`config.mk`:
```
export PLATFORM = sky130hd
export DESIGN_NAME = fir_tap_feeder
export DESIGN_NICKNAME = d
export VERILOG_FILES = /design/src/rtl/fir_tap_feeder.sv
export SDC_FILE = /design/constraint.sdc
export NUM_CORES = 1
export LEC_CHECK = 0
export CORE_AREA = 2 2 224 226
export DETAILED_ROUTE_END_ITERATION = 8
export DIE_AREA = 0 0 226 228
export DONT_BUFFER_PORTS = 1
export GPL_TIMING_DRIVEN = 0
export PLACE_DENSITY_LB_ADDON = 0.3
export SLEW_MARGIN = 10
export SYNTH_ARGS = -nofsm -noshare
export SYNTH_HDL_FRONTEND = slang
export SYNTH_SLANG_ARGS = --single-unit
```
`constraint.sdc`:
```
create_clock -name iClk_12M -period 8.8 [get_ports iClk_12M]
set_input_delay 2.2 -clock iClk_12M [delete_from_list [all_inputs] [get_ports iClk_12M]]
set_output_delay 2.2 -clock iClk_12M [all_outputs]
set_load 0.01 [all_outputs]
```
`src/rtl/fir_tap_feeder.sv`:
```
// fir_tap_feeder: coefficient bank plus paced sample strobe for a
// transposed-form FIR core, with a zero-sample flush on stop.
module fir_tap_feeder #(
    parameter int TAPS = 33,
    parameter int DIV  = 4
) (
    input  logic                 iClk_12M,
    input  logic                 iRsn,
    input  logic                 iCoeffWr,
    input  logic [5:0]           iCoeffAddr,
    input  logic [15:0]          iCoeffData,
    input  logic                 iStart,
    input  logic                 iStop,
    input  logic                 iSampleValid,
    input  logic [2:0]           iSample,
    output logic                 oSampleReady,
    output logic [2:0]           oFirIn,
    output logic                 oEnAcc,
    output logic [TAPS*16-1:0]   oCoeffBus,
    output logic                 oBusy,
    output logic                 oCoeffErr,
    output logic                 oUnderrun
);

    localparam int CW = (DIV > 1) ? $clog2(DIV) : 1;
    localparam int FW = (TAPS > 1) ? $clog2(TAPS) : 1;

    typedef enum logic [1:0] {
        IDLE  = 2'd0,
        RUN   = 2'd1,
        FLUSH = 2'd2
    } state_t;

    state_t              state_q, state_d;
    logic [CW-1:0]       cnt_q, cnt_d;
    logic [FW-1:0]       flush_q, flush_d;
    logic [TAPS*16-1:0]  coef_q, coef_d;
    logic [2:0]          fir_in_q, fir_in_d;
    logic                en_acc_q, en_acc_d;
    logic                coeff_err_q, coeff_err_d;
    logic                underrun_q, underrun_d;
    logic                slot;

    always_comb begin
        state_d     = state_q;
        cnt_d       = cnt_q;
        flush_d     = flush_q;
        coef_d      = coef_q;
        fir_in_d    = fir_in_q;
        en_acc_d    = 1'b0;
        coeff_err_d = coeff_err_q;
        underrun_d  = underrun_q;

        slot         = (cnt_q == CW'(DIV - 1));
        oSampleReady = (state_q == RUN) && slot && !iStop;

        // Bank is writable only while idle; anything else is flagged.
        if (iCoeffWr) begin
            if (state_q == IDLE && int'(iCoeffAddr) < TAPS) begin
                coef_d[16*int'(iCoeffAddr) +: 16] = iCoeffData;
            end else begin
                coeff_err_d = 1'b1;
            end
        end

        if (state_q != IDLE) begin
            cnt_d = slot ? '0 : cnt_q + 1'b1;
        end

        unique case (state_q)
            IDLE: begin
                cnt_d = '0;
                if (iStart) begin
                    state_d = RUN;
                end
            end
            RUN: begin
                if (iStop) begin
                    state_d = FLUSH;
                    cnt_d   = '0;
                    flush_d = '0;
                end else if (slot) begin
                    en_acc_d = 1'b1;
                    fir_in_d = iSampleValid ? iSample : 3'd0;
                    if (!iSampleValid) begin
                        underrun_d = 1'b1;
                    end
                end
            end
            FLUSH: begin
                if (slot) begin
                    en_acc_d = 1'b1;
                    fir_in_d = 3'd0;
                    flush_d  = flush_q + 1'b1;
                    if (flush_q == FW'(TAPS - 1)) begin
                        state_d = IDLE;
                        flush_d = '0;
                    end
                end
            end
            default: begin
                state_d = IDLE;
            end
        endcase
    end

    always_ff @(posedge iClk_12M) begin
        if (iRsn) begin
            state_q     <= IDLE;
            cnt_q       <= '0;
            flush_q     <= '0;
            coef_q      <= '0;
            fir_in_q    <= 3'd0;
            en_acc_q    <= 1'b0;
            coeff_err_q <= 1'b0;
            underrun_q  <= 1'b0;
        end else begin
            state_q     <= state_d;
            cnt_q       <= cnt_d;
            flush_q     <= flush_d;
            coef_q      <= coef_d;
            fir_in_q    <= fir_in_d;
            en_acc_q    <= en_acc_d;
            coeff_err_q <= coeff_err_d;
            underrun_q  <= underrun_d;
        end
    end

    assign oFirIn    = fir_in_q;
    assign oEnAcc    = en_acc_q;
    assign oCoeffBus = coef_q;
    assign oBusy     = (state_q != IDLE);
    assign oCoeffErr = coeff_err_q;
    assign oUnderrun = underrun_q;

endmodule

```
==> metrics.csv <==
stage,metric,value,unit
detailed_routing,vias,16453,
synth,register area share after synthesis,53.00,%
critical_path,slowest CP cell,clkbuf_1,
critical_path,Worst Setup SP,iStop,
detailed_routing,Via density,5.475,
timing,Final Skew,0.007205,ns
critical_path,flop2flop setup slack,5.98,ns
synth,Cell variety after synth,57,
finish,most frequent cells in the layout,"722 x nand2_1, 544 x dfxtp_1, 297 x mux2i_1",
critical_path,arrival time at the worst endpoint,2.95,ns
detailed_routing,Starting DRT DRC Count,1089,
timing,Final Cycle Share,58.52,%
clock_tree,Post-CTS Resized,0,
critical_path,worst r2r src,state_q[0]$_SDFFE_PP0P_,
global_route,largest net degree at the start of global routing,15,
global_route,first-pass GRT wire length,105.8,mm
critical_path,Critical Path Source Type,primary input,
worst_hold_path,HP Class,flop to flop,
synth,Synth Instances,2232,
global_route,initial antenna violation count,1,
detailed_routing,DRT Pass-1 Iters,6,
critical_path,CP bufs+invs,1,
floorplanning,io pins,567,
clock_tree,worst skew pair latency,0.59,ns
placement,hpwl dp,54.20,mm
finish,FILL cells,4697,
synth,Yosys top cell area share,53.00,%
clock_tree,CTS tree,done,
critical_path,cell family with most CP delay,simple AND/OR/NAND/NOR gates,
detailed_routing,DRT Wirelength,73.31,mm
clock_tree,postcts setup bufs,0,
power_and_ir_drop,Peak VDD IR,0.1556,mV
critical_path,worst path required time,6.60,ns
synth,Post-synth EDFFs,0,
global_route,gr usage total,27.32,%
synth,predominant post-synthesis flop cell,dfxtp_1,
finish,area grow syn2layout,13.06,%
clock_tree,H-Tree Depth,2,
run,maxcap violations,0,
critical_path,CP max FO,10,
timing,final setup vio count,0,
critical_path,Critical Path Stages,3,
placement,GPL Wtd Cong,0.8672,
detailed_routing,"antenna viol nets, final",0,
status,status,completed,
timing,final hold vios,0,
clock_tree,CTS Sinks,544,
critical_path,critical-path cell list,nor2b_1 > clkbuf_1 > and2_1,
clock_tree,CTS root buf,clkbuf_16,
critical_path,Worst Reg-to-Reg Cells,8,
timing,Slew Limit Fails,0,
floorplanning,Starting Density,41.64,%
floorplanning,Cell Rows,82,
floorplanning,Placeable Area,0.04935,mm^2
timing,setup_tns,0,ns
finish,footprint of the multi-input gates,0.008768,mm^2
clock_tree,Worst-path clk slew,0.06,ns
synth,ranking of synthesized cells by area,"dfxtp_1 53%, mux2i_1 14%, nand2_1 13%",
critical_path,crit path to,oSampleReady,
clock_tree,CTS hold repair buffers,0,
critical_path,crit path kind,primary input to primary output,
synth,Synth warnings,0,
synth,mean area per synthesized cell,9.206,um^2
critical_path,critical path's largest stage delay,0.35,ns
finish,share of cells above drive strength 1,7.247,%
finish,fin nets,2327,
power_and_ir_drop,pwr/cell area,221.3,mW/mm^2
timing,maximum clock rate,194.2,MHz
global_route,vias in the first global route,16081,
timing,unrepaired setup endpoints after global routing,false,
clock_tree,CTS buffer count,54,
critical_path,Critical Path End Type,primary output,
detailed_routing,drt wl/cell,24.39,um
global_route,gr ovfl total,0,
placement,Placed Instances,2904,
floorplanning,full die area,0.05153,mm^2
synth,ys async rst share,0,%
timing,Tmin final,5.150,ns
finish,Finished Layout Cells,3005,
finish,"most common cell after layout, fill and taps aside",nand2_1,
synth,Synthesized Nets,2271,
finish,Finished Cell Area,0.02323,mm^2
timing,normalized max-slew margin,27.72,%
timing,Worst-Margin Slew,1.082,ns
synth,post-synth top area cell,dfxtp_1,
critical_path,Reg-to-Reg End,oCoeffBus[102]$_SDFFE_PP0P_,
finish,Register Area,0.01089,mm^2
placement,PortBufs,0,
placement,dpl cell area,0.02139,mm^2
clock_tree,CTS Buffer Depth,3,
detailed_routing,# DRC,0,
floorplanning,die height,228,um
power_and_ir_drop,Lkg Pwr,9.618,nW
synth,"FF+latch count, synth",544,
synth,synthesized cell area,0.02055,mm^2
floorplanning,die width,226,um
synthesized netlist by cell type, types with 8 or more instances:
library cell and n:
mux2i_1 297, dfxtp_1 544, a21oi_1 217, clkbuf_1 142
inv_1 12, nand2_1 722, o2111ai_1 18, nand3_1 45
ha_1 8, nand3_4 9, nor2_1 50, buf_2 22
buf_6 11, or2_0 16, o21ai_1 21
registers in the layout, indices dropped and copies added, names as in the netlist:
register / flops
cnt_q: 2
flush_q: 6
oCoeffBus: 528
oCoeffErr: 1
oEnAcc: 1
oFirIn: 3
oUnderrun: 1
state_q: 2
cell type report:
class / count / area share, %
diodes: 1 / 0.01077
plain buffers: 183 / 3.614
clock buffers: 83 / 7.066
clock inverters: 17 / 0.8564
inverters: 13 / 0.2101
multi-input cells: 1492 / 37.74
flip-flops and latches: 544 / 46.88
well taps: 672 / 3.619
metrics by stage:
step	total power [mW]	setup WS (ns)	hold WS, ns	util, %
global route	5.299	3.580	0.5196	47.07
global placement	2.815	3.473	0.4893	43.34
detailed placement	2.824	3.385	0.4911	43.34
floorplan	2.715	3.809	0.4696	-
finish	5.141	3.650	0.5017	47.07
CTS	5.166	3.648	0.5023	47.07
where the power goes:
| group | internal, mW | switching [mW] |
|---|---|---|
| clock | 1.40 | 0.970 |
| combinational | 0.0594 | 0.225 |
| sequential | 2.47 | 0.0139 |
| total | 3.93 | 1.21 |
per-layer routing:
metal / wire length, um / track usage [%] / vias to the layer above
met5: 0 / 0 / -
met3: 8521 / 10.87 / 160
met2: 35410 / 47.13 / 780
met4: 2433 / 9.354 / 0
met1: 26940 / 30.38 / 7976
li1: - / - / 7537
worst min-delay path by stage:
stage | from | end | slack (ns) | cells past startpoint
6_report | oCoeffBus[109]$_SDFFE_PP0P_ | oCoeffBus[109]$_SDFFE_PP0P_ | 0.50 | 2
5_1_grt | oCoeffBus[331]$_SDFFE_PP0P_ | oCoeffBus[331]$_SDFFE_PP0P_ | 0.52 | 2
4_1_cts | oCoeffBus[333]$_SDFFE_PP0P_ | oCoeffBus[333]$_SDFFE_PP0P_ | 0.50 | 2
3_5_place_dp | oCoeffBus[378]$_SDFFE_PP0P_ | oCoeffBus[378]$_SDFFE_PP0P_ | 0.49 | 2
3_3_place_gp | oCoeffBus[376]$_SDFFE_PP0P_ | oCoeffBus[376]$_SDFFE_PP0P_ | 0.49 | 2
2_1_floorplan | oCoeffErr$_SDFFE_PP0P_ | oCoeffErr$_SDFFE_PP0P_ | 0.47 | 2
worst register-to-register path, stage by stage, from the launching register on:
cell,delay [ns]
dfxtp_1,0.33
inv_1,0.08
ha_1,0.43
o211a_1,0.30
clkbuf_1,0.36
o2111ai_1,0.55
clkbuf_1,0.41
nand2_1,0.15
a21oi_1,0.08
kinds of logic (layout without fill, tap and decap cells):
| kind of cell | Yosys count | after routing | synth area share, % |
|---|---|---|---|
| simple gates | 883 | 883 | 18.29 |
| mux | 300 | 300 | 14.69 |
| fa+ha+maj | 8 | 8 | 0.4872 |
| buf+inv | 196 | 296 | 4.323 |
| flops | 544 | 544 | 53.00 |
| other cells | 0 | 1 | 0 |
| compound gates | 292 | 292 | 8.830 |
| xor+xnor | 9 | 9 | 0.3836 |
(Power assumes the default switching activity.)
